**config.mk**
```make
export PLATFORM = sky130hd
export DESIGN_NAME = port_mem_arbiter
export DESIGN_NICKNAME = d
export VERILOG_FILES = /design/src/rtl/port_mem_arbiter.sv
export SDC_FILE = /design/constraint.sdc
export NUM_CORES = 1
export LEC_CHECK = 0
export ABC_AREA = 1
export CORE_MARGIN = 5
export CORE_UTILIZATION = 35
export DETAILED_ROUTE_END_ITERATION = 6
export PLACE_DENSITY = 0.81
export SYNTH_ARGS = -nofsm -noshare
export SYNTH_HDL_FRONTEND = slang
export SYNTH_SLANG_ARGS = --single-unit
```
**constraint.sdc**
```tcl
create_clock -name CLK -period 13.58 [get_ports CLK]
set_input_delay 2.716 -clock CLK [delete_from_list [all_inputs] [get_ports CLK]]
set_output_delay 2.716 -clock CLK [all_outputs]
set_load 0.1 [all_outputs]
```
**src/rtl/port_mem_arbiter.sv**
```systemverilog
// Shares one single-port synchronous RAM between the peripheral memory ports:
// fixed priority for the video channels, round-robin for the rest, fixed 2-cycle latency.
module port_mem_arbiter #(
    parameter int             NCH        = 6,
    parameter int             AW         = 16,
    parameter int             DW         = 16,
    parameter logic [NCH-1:0] HIPRI_MASK = 6'b001111,
    parameter logic [NCH-1:0] WRITE_MASK = 6'b010000
) (
    input  logic              CLK,
    input  logic              RSTb,
    input  logic [NCH-1:0]    req_valid,
    input  logic [NCH*AW-1:0] req_addr,
    input  logic [NCH*DW-1:0] req_wdata,
    output logic [NCH-1:0]    req_ready,
    output logic [DW-1:0]     req_rdata,
    output logic [AW-1:0]     mem_addr,
    output logic [DW-1:0]     mem_wdata,
    output logic              mem_wr,
    output logic              mem_rd,
    input  logic [DW-1:0]     mem_rdata,
    output logic [2:0]        grant_ch
);

    function automatic logic [2:0] first_low_ch();
        logic [2:0] r;
        r = 3'd0;
        for (int i = NCH - 1; i >= 0; i--) begin
            if (!HIPRI_MASK[i]) r = 3'(i);
        end
        return r;
    endfunction

    localparam logic [2:0] RR_INIT = first_low_ch();

    logic [AW-1:0]  addr_arr  [NCH];
    logic [DW-1:0]  wdata_arr [NCH];
    logic [NCH-1:0] eligible;

    logic [NCH-1:0] pending_reg, pending_next;
    logic [NCH-1:0] req_ready_reg, req_ready_next;
    logic [DW-1:0]  req_rdata_reg;
    logic [AW-1:0]  mem_addr_reg;
    logic [DW-1:0]  mem_wdata_reg;
    logic           mem_rd_reg, mem_wr_reg;
    logic [2:0]     grant_ch_reg;
    logic           s2_valid_reg, s2_rd_reg;
    logic [2:0]     s2_ch_reg;
    logic [2:0]     rr_ptr_reg, rr_ptr_next;

    logic           grant_valid, grant_lo;
    logic [2:0]     win_ch;

    // A channel whose ready is high this cycle is still busy; it may re-request next cycle.
    generate
        for (genvar gi = 0; gi < NCH; gi++) begin : g_ch
            assign addr_arr[gi]  = req_addr[gi*AW +: AW];
            assign wdata_arr[gi] = req_wdata[gi*DW +: DW];
            assign eligible[gi]  = req_valid[gi] & ~pending_reg[gi] & ~req_ready_reg[gi];
        end
    endgenerate

    always_comb begin
        logic [2:0] idx;
        logic       found;
        grant_valid = 1'b0;
        grant_lo    = 1'b0;
        win_ch      = 3'd0;
        rr_ptr_next = rr_ptr_reg;
        idx         = 3'd0;
        found       = 1'b0;
        for (int i = 0; i < NCH; i++) begin
            if (!grant_valid && HIPRI_MASK[i] && eligible[i]) begin
                grant_valid = 1'b1;
                win_ch      = 3'(i);
            end
        end
        for (int k = 0; k < NCH; k++) begin
            idx = 3'((int'(rr_ptr_reg) + k) % NCH);
            if (!grant_valid && !HIPRI_MASK[idx] && eligible[idx]) begin
                grant_valid = 1'b1;
                grant_lo    = 1'b1;
                win_ch      = idx;
            end
        end
        if (grant_lo) begin
            for (int k = 1; k <= NCH; k++) begin
                idx = 3'((int'(win_ch) + k) % NCH);
                if (!found && !HIPRI_MASK[idx]) begin
                    found       = 1'b1;
                    rr_ptr_next = idx;
                end
            end
        end
    end

    always_comb begin
        req_ready_next = '0;
        if (s2_valid_reg) req_ready_next[s2_ch_reg] = 1'b1;
        pending_next = pending_reg & ~req_ready_next;
        if (grant_valid) pending_next[win_ch] = 1'b1;
    end

    always_ff @(posedge CLK) begin
        if (!RSTb) begin
            pending_reg   <= '0;
            req_ready_reg <= '0;
            req_rdata_reg <= '0;
            mem_addr_reg  <= '0;
            mem_wdata_reg <= '0;
            mem_rd_reg    <= 1'b0;
            mem_wr_reg    <= 1'b0;
            grant_ch_reg  <= 3'd0;
            s2_valid_reg  <= 1'b0;
            s2_rd_reg     <= 1'b0;
            s2_ch_reg     <= 3'd0;
            rr_ptr_reg    <= RR_INIT;
        end else begin
            mem_rd_reg <= grant_valid & ~WRITE_MASK[win_ch];
            mem_wr_reg <= grant_valid & WRITE_MASK[win_ch];
            if (grant_valid) begin
                mem_addr_reg  <= addr_arr[win_ch];
                mem_wdata_reg <= wdata_arr[win_ch];
                grant_ch_reg  <= win_ch;
            end
            // The issue registers double as stage 1; stage 2 lines up with RAM read data.
            s2_valid_reg  <= mem_rd_reg | mem_wr_reg;
            s2_rd_reg     <= mem_rd_reg;
            s2_ch_reg     <= grant_ch_reg;
            if (s2_valid_reg && s2_rd_reg) req_rdata_reg <= mem_rdata;
            req_ready_reg <= req_ready_next;
            pending_reg   <= pending_next;
            rr_ptr_reg    <= rr_ptr_next;
        end
    end

    assign req_ready = req_ready_reg;
    assign req_rdata = req_rdata_reg;
    assign mem_addr  = mem_addr_reg;
    assign mem_wdata = mem_wdata_reg;
    assign mem_rd    = mem_rd_reg;
    assign mem_wr    = mem_wr_reg;
    assign grant_ch  = grant_ch_reg;

endmodule

```
==> results.cfg, run 1 <==
[finish]
final_cell_count_no_fill = 1262
seq_area_um2 = 1460
drive_gt1_share_pct = 6.41
final_core_util_pct = 57.4
fillers = 1367
multiInputGateArea_um2 = 3300
num-nets-final = 1313
area_delta_synth_final_pct = 60.7

[clock_network]
hold_buffers = 0
post_cts_buffers = 0
ctsResizeCount = 0
h-tree-depth = 3
insertion_delay_ps = 340
cts_tree = built
clkTransAtPathRegs_ps = 60
numCtsBuffers = 9
clkSinkCount = 73
cts-root-buf = clkbuf_16
clock_path_buffers = 2

[power_and_ir_drop]
vdd_ir_drop_max_mv = 0.147
power.share.clock_pct = 12.0
swShare_pct = 58.2
power-per-cell-area_nw_per_um2 = 221
intPower_w = 0.000770
p_seq_share_pct = 17.4
leakage_nw = 3.43
switchingPower_w = 0.00107
combPwrFrac_pct = 70.6

[floorplan]
io_pins = 275
rows = 44
dieArea_um2 = 17400
die_y_um = 132
initial_core_util_pct = 35.7
die_x_um = 132
core-area_um2 = 14500

[worst_hold_path]
min_path_type = reg2reg

[drt]
drt-total-wl_um = 20300
drc = 0
first_pass_iters = 4
ant_nets = 0
wl_per_cell_um = 16.1
vias = 6378
drt_iter0_markers = 457
vias_per_cell = 5.05

[placement]
dp_hpwl_um = 15600
place_inst = 1245
gp_congestion = 0.874
port_buffers = 274

[timing]
period_share_pct = 50.6
relSlewSlack_pct = 29.1
finalHoldViolations = 0
fmax_ghz = 0.145
fin_tns_setup_ps = 0
drv_slew = 0
timing.final.crit_period_ps = 6880
tightest_slew_ps = 1060
final-setup-viol-count = 0
skew_ps = 10.5
rsz0062_at_grt = false

[worst_setup_path]
cp-start-kind = input pin
worstPathArrival_ps = 7100
critPathRequiredTime_ps = 13800
path_common_cell = nand2_1
critPathMaxStageDelay_ps = 600
cpMaxStageDelayCell = buf_4
crit_fanout = 72
path_class = in2reg
critPathCaptureType = flop

[grt]
grt_max_degree = 73
grt-ovfl-total = 0
antenna_found_initial = 0
grtUsageTotal_pct = 22.1
grt_pass1_wl_um = 31500
grt_pass1_vias = 6141

[synth]
synth.distinct_cells = 34
yosysWarnings = 0
synth_commonest_cells = nand2_1, nor2_1, o21ai_0
ys_async_sr_fraction_pct = 0
synth-edff-count = 0
syn-cell-area_um2 = 5190
synth_area_leader_cell = dfxtp_1
synthTopCellsByArea = dfxtp_1, nand2_1, o21ai_0, nor2_1, ha_1
seq_area_frac_synth_pct = 28.1
synth_top_area_share_pct = 28.1
synth_most_common_cell = nand2_1
synthFlopType = dfxtp_1
avgSynthCellArea_um2 = 6.31
syn_inst = 823
syn_nets = 1064
synth_seq_cells = 73

[run_status]
status = finished, final reports clean

[run]
max-cap-violations = 0
## through the flow
step	hold slack (ps)	power, W	worst slack (ps)	area (um^2)
after global placement	429	0.00161	6470	8060
after floorplan	438	0.00129	7630	5190
after detailed placement	442	0.00162	6370	8060
final	435	0.00184	6700	8340
after global routing	455	0.00198	6170	8340
after CTS	440	0.00185	6700	8340
## cells by family after synthesis
| family | count (synthesis) | synth area share (%) |
|---|---|---|
| simple gates | 405 | 34.4 |
| compound gates | 204 | 22.8 |
| buf+inv | 115 | 8.51 |
| flops | 73 | 28.1 |
| fa+ha+maj | 25 | 6.02 |
| xor+xnor | 1 | 0.169 |
## path summary, 6_finish.rpt
| check | slack (ps) | end | cells past startpoint | start |
|---|---|---|---|---|
| min reg2reg | 430 | s2_valid_reg | 2 | mem_wr |
| max | 6700 | rr_ptr_reg[0] | 31 | req_valid[2] |
| min | 430 | s2_valid_reg | 2 | mem_wr |
| max reg2reg | 8120 | rr_ptr_reg[0] | 32 | rr_ptr_reg[1] |
## worst max-delay path: cells and delay by family
kind | cells | cell delay (ps)
AOI/OAI and AO/OA | 5 | 790
adders and majority gates | 2 | 550
buffers and inverters | 8 | 1560
and+or+nand+nor | 16 | 1460
## final cells by class
class                   instances  share of cell area [%]
inverters                      71                    3.22
flip-flops and latches         73                    17.5
diodes                          1                  0.0300
repair buffers                282                    33.6
well taps                     184                    2.76
clock buffers                   9                    2.70
clock inverters                 7                   0.615
multi-input cells             635                    39.6
## placed cells by master (no fill, tap or decap), drive strengths merged
cell type	n
clkdlybuf4s50	274
nand2	178
nor2	161
o21ai	123
dfxtp	73
inv	72
nand3	41
a22oi	34
a31oi	32
ha	25
nand4	15
a21oi	14
clkbuf	9
buf	8
nand3b	5
nor3	4
clkinv	4
clkinvlp	2
diode	1
xor2	1
or2	1
o211ai	1
## power by group through the flow
stage / registers (W) / clock network [W] / logic (W)
4_1_cts: 0.000322 / 0.000225 / 0.00131
6_report: 0.000321 / 0.000221 / 0.00130
2_1_floorplan: 0.000687 / 0 / 0.000599
3_3_place_gp: 0.000323 / 0 / 0.00128
3_5_place_dp: 0.000324 / 0 / 0.00130
5_1_grt: 0.000329 / 0.000232 / 0.00142
## per-layer routing
layer / global-route usage, % / part of all wire [%] / up-vias
li1: - / - / 3239
met4: 5.83 / 2.2 / 0
met5: 0 / 0 / -
met1: 25.0 / 39 / 2884
met3: 6.49 / 7.8 / 29
met2: 40.3 / 51 / 226
Note: power is estimated with default switching activity, not from simulation.
==> inputs of run 2 (changes only) <==
==> constraint.sdc (replaced) <==
create_clock -name CLK -period 7 [get_ports CLK]
set_input_delay 1.4 -clock CLK [delete_from_list [all_inputs] [get_ports CLK]]
set_output_delay 1.4 -clock CLK [all_outputs]
set_load 0.1 [all_outputs]
==> results.cfg, run 2 (same netlist as run 1, synthesis figures left out) <==
[placement]
post-place-ws_ps = 1370
port_buffers = 274
gp_congestion = 0.912
dp_hpwl_um = 15700
placed_area_um2 = 8070

[finish]
final_core_util_pct = 57.5
drive_gt1_share_pct = 6.49
layout_common_cells = clkdlybuf4s50_1, nand2_1, nor2_1
design_area_um2 = 8360
num_antenna_cells = 0
num-nets-final = 1314
final_common_cell = clkdlybuf4s50_1
area_delta_synth_final_pct = 61.0

[clock_network]
cts_tree = built
insertion_delay_ps = 330
hold_buffers = 0
clkSinkCount = 73
clock_path_buffers = 2
clkTransAtPathRegs_ps = 60
ctsResizeCount = 0
post_cts_buffers = 0
cts-root-buf = clkbuf_16
numCtsBuffers = 9
h-tree-depth = 3

[power_and_ir_drop]
combPwrFrac_pct = 70.3
leakage_nw = 3.44
swShare_pct = 58.2
power-per-cell-area_nw_per_um2 = 429
switchingPower_w = 0.00208
power.share.clock_pct = 12.3
intPower_w = 0.00150
p_seq_share_pct = 17.4
vdd_ir_drop_max_mv = 0.342

[drt]
drt-total-wl_um = 20000
wl_met2_um = 10200
vias = 6293
first_pass_iters = 5
drc = 0
wl_per_cell_um = 15.8
vias_per_cell = 4.99
wl_met1_um = 7930
ant_nets = 0
dr_wl_met3_um = 1360
top_layer = met4
drt_iter0_markers = 419

[timing]
rsz0062_at_grt = false
final-setup-viol-count = 0
fin_tns_setup_ps = 0
fmax_ghz = 0.190
drv_slew = 0
period_share_pct = 75.2
timing.final.crit_period_ps = 5260
skew_ps = 6.81
holdWs_ps = 462
relSlewSlack_pct = 29.0
fin_ws_ps = 1740
tightest_slew_ps = 1060
finalHoldViolations = 0

[floorplan]
die_x_um = 132
dieArea_um2 = 17400
die_y_um = 132
initial_core_util_pct = 35.7
rows = 44
core-area_um2 = 14500
io_pins = 275

[worst_setup_path]
path_common_cell = nand2_1
critPathMaxStageDelay_ps = 570
regToRegSetupSlack_ps = 1860
path_class = in2reg
cp-start-kind = input pin
worstPathArrival_ps = 5490
critPathCaptureType = flop
rr_worst_depth = 29
critPathRequiredTime_ps = 7230
r2r-start = rr_ptr_reg[0]
crit_fanout = 42
r2r_end = rr_ptr_reg[0]
cpMaxStageDelayCell = inv_2

[worst_hold_path]
min_path_type = reg2reg
min-delay-start = pending_reg[3]
hold_depth = 2
min_to = pending_reg[3]

[run]
max-cap-violations = 0

[grt]
grt_pass1_wl_um = 31400
grt_pass1_vias = 6142
grtUsageTotal_pct = 22.0
grt_max_degree = 72
grt-ovfl-total = 0
antenna_found_initial = 0

[run_status]
status = finished, final reports clean
-- run 2: worst max path at each step --
stage | slack, ps | end | startpoint
3_5_place_dp | 1370 | rr_ptr_reg[0] | req_valid[2]
5_1_grt | 1210 | rr_ptr_reg[0] | req_valid[2]
2_1_floorplan | 2370 | rr_ptr_reg[0] | req_valid[2]
4_1_cts | 1710 | rr_ptr_reg[0] | req_valid[2]
6_report | 1740 | rr_ptr_reg[0] | req_valid[0]
3_3_place_gp | 1580 | rr_ptr_reg[0] | req_valid[2]
-- run 2: layout make-up --
class	count	area [um^2]
tap	184	230
sequential	73	1460
multi-input combinational	635	3300
inverter	71	269
fill	1377	6180
timing repair buffer	283	2810
clock buffer	9	225
clock inverter	7	62.6
-- run 2: power groups by stage --
stage,Clock [W],Combinational (W),Sequential (W)
3_5_place_dp,0,0.00252,0.000628
4_1_cts,0.000450,0.00253,0.000622
2_1_floorplan,0,0.00116,0.00133
3_3_place_gp,0,0.00249,0.000625
5_1_grt,0.000472,0.00275,0.000638
6_report,0.000441,0.00252,0.000623
-- run 2: metal layers --
layer | vias up | global-route usage, %
li1 | 3240 | -
met1 | 2798 | 25.3
met2 | 225 | 40.0
met3 | 30 | 5.46
met4 | 0 | 6.40
met5 | - | 0
-- run 2: critical path: cells and delay by family --
family	cells	cell delay, ps
AOI/OAI and AO/OA	1	60
adders and majority gates	1	270
buffers and inverters	5	1470
and+or+nand+nor	19	2260
-- run 2: metrics by stage --
| step | instances | total power (W) |
|---|---|---|
| floorplan | 823 | 0.00249 |
| global placement | 1246 | 0.00312 |
| detailed placement | 1246 | 0.00315 |
| CTS | 1262 | 0.00361 |
| global route | 1262 | 0.00386 |
| finish | 1262 | 0.00358 |
==> inputs of run 3 (changes only) <==
==> constraint.sdc (replaced) <==
create_clock -name CLK -period 4.9 [get_ports CLK]
set_input_delay 0.98 -clock CLK [delete_from_list [all_inputs] [get_ports CLK]]
set_output_delay 0.98 -clock CLK [all_outputs]
set_load 0.1 [all_outputs]
==> results.cfg, run 3 (same netlist as run 1, synthesis figures left out) <==
[run_status]
status = finished, final reports clean

[worst_hold_path]
hold_depth = 2
min_to = s2_valid_reg
min-delay-start = mem_wr
min_path_type = reg2reg

[grt]
grt_pass1_vias = 6091
antenna_found_initial = 0
grtUsageTotal_pct = 22.4
grt-ovfl-total = 0
grt_max_degree = 71
grt_pass1_wl_um = 31700

[worst_setup_path]
crit_fanout = 10
critPathRequiredTime_ps = 5140
r2r_end = rr_ptr_reg[0]
critPathMaxStageDelay_ps = 460
r2r-start = rr_ptr_reg[2]
cp-start-kind = flop
path_common_cell = nand2_1
rr_worst_depth = 30
critPathCaptureType = flop
cpMaxStageDelayCell = dfxtp_1
regToRegSetupSlack_ps = 570
path_class = reg2reg
worstPathArrival_ps = 4570

[timing]
tightest_slew_ps = 1060
skew_ps = 6.80
finalHoldViolations = 0
fmax_ghz = 0.231
timing.final.crit_period_ps = 4330
relSlewSlack_pct = 29.0
fin_ws_ps = 567
fin_tns_setup_ps = 0
final-setup-viol-count = 0
drv_slew = 0
period_share_pct = 88.4
rsz0062_at_grt = false

[placement]
port_buffers = 274
dp_hpwl_um = 15800
post-place-ws_ps = 325
gp_congestion = 0.885

[floorplan]
rows = 44
die_y_um = 132
dieArea_um2 = 17400
initial_core_util_pct = 35.7
die_x_um = 132
core-area_um2 = 14500
io_pins = 275

[power_and_ir_drop]
power-per-cell-area_nw_per_um2 = 620
leakage_nw = 3.48
vdd_ir_drop_max_mv = 0.299

[finish]
num-nets-final = 1320
final_common_cell = clkdlybuf4s50_1
drive_gt1_share_pct = 7.01
fillers = 1372
area_delta_synth_final_pct = 62.1
layout_common_cells = clkdlybuf4s50_1, nand2_1, nor2_1
num_antenna_cells = 0

[drt]
vias_per_cell = 5.07
drc = 0
ant_nets = 0
first_pass_iters = 5
drt-total-wl_um = 20600
wl_per_cell_um = 16.2
vias = 6428
drt_iter0_markers = 362

[clock_network]
cts_tree = built
clock_path_buffers = 2
insertion_delay_ps = 340
cts-root-buf = clkbuf_16
numCtsBuffers = 9
clkTransAtPathRegs_ps = 60
h-tree-depth = 3
hold_buffers = 0
ctsResizeCount = 0
clkSinkCount = 73
post_cts_buffers = 0

[run]
max-cap-violations = 0
-- run 3: changes by cell type in the layout (fill, tap and decap cells not counted), sizes merged --
cell      delta
buf          +6
bufinv       +1
clkinv       +1
clkinvlp     -1
inv          -1
-- run 3: metrics by stage --
| stage | std cells | hold WS (ps) | instance area, um^2 | util [%] | total power [W] |
|---|---|---|---|---|---|
| 2_1_floorplan | 823 | 438 | 5190 | - | 0.00356 |
| 3_5_place_dp | 1252 | 435 | 8120 | 55.8 | 0.00455 |
| 3_3_place_gp | 1252 | 437 | 8120 | 55.8 | 0.00449 |
| 5_1_grt | 1268 | 471 | 8420 | 57.9 | 0.00559 |
| 6_report | 1268 | 438 | 8420 | 57.9 | 0.00522 |
| 4_1_cts | 1268 | 439 | 8420 | 57.9 | 0.00524 |
-- run 3: area by class of cell --
class | instances | area [um^2] | area share (%)
well taps | 184 | 230 | 2.73
clock buffers | 9 | 225 | 2.67
repair buffers | 289 | 2860 | 33.9
clock inverters | 7 | 78.8 | 0.936
flip-flops and latches | 73 | 1460 | 17.4
multi-input cells | 635 | 3300 | 39.2
inverters | 71 | 269 | 3.20
-- run 3: layer usage --
layer	up-vias	track usage, %	share of wire (%)	wire, um
met2	212	41.1	52	10600
met3	35	6.37	7.4	1530
met1	2930	25.0	39	7950
met5	-	0	0	0
met4	0	7.03	2.4	494
li1	3251	-	-	-
-- run 3: power by group --
group | switching [W] | leakage (nW) | internal (W) | total (W)
Clock | 0.000277 | 0.150 | 0.000400 | 0.000676
Sequential | 0.0000977 | 0.600 | 0.000771 | 0.000868
Combinational | 0.00263 | 2.73 | 0.00104 | 0.00367
-- run 3: worst max-delay path: cells and delay by family, from the launching register on --
kind | cells | cell delay (ps)
DFF | 1 | 460
and+or+nand+nor | 17 | 1510
buffers and inverters | 4 | 270
AOI/OAI and AO/OA | 5 | 990
adders and majority gates | 4 | 1010
-- run 3: worst max path at each step --
stage | from | endpoint | depth (start not counted)
final | rr_ptr_reg[2] | rr_ptr_reg[0] | 30
after floorplan | rr_ptr_reg[1] | rr_ptr_reg[0] | 32
after CTS | rr_ptr_reg[2] | rr_ptr_reg[0] | 30
after detailed placement | req_valid[0] | rr_ptr_reg[0] | 29
after global routing | rr_ptr_reg[2] | rr_ptr_reg[0] | 30
after global placement | req_valid[4] | rr_ptr_reg[0] | 24
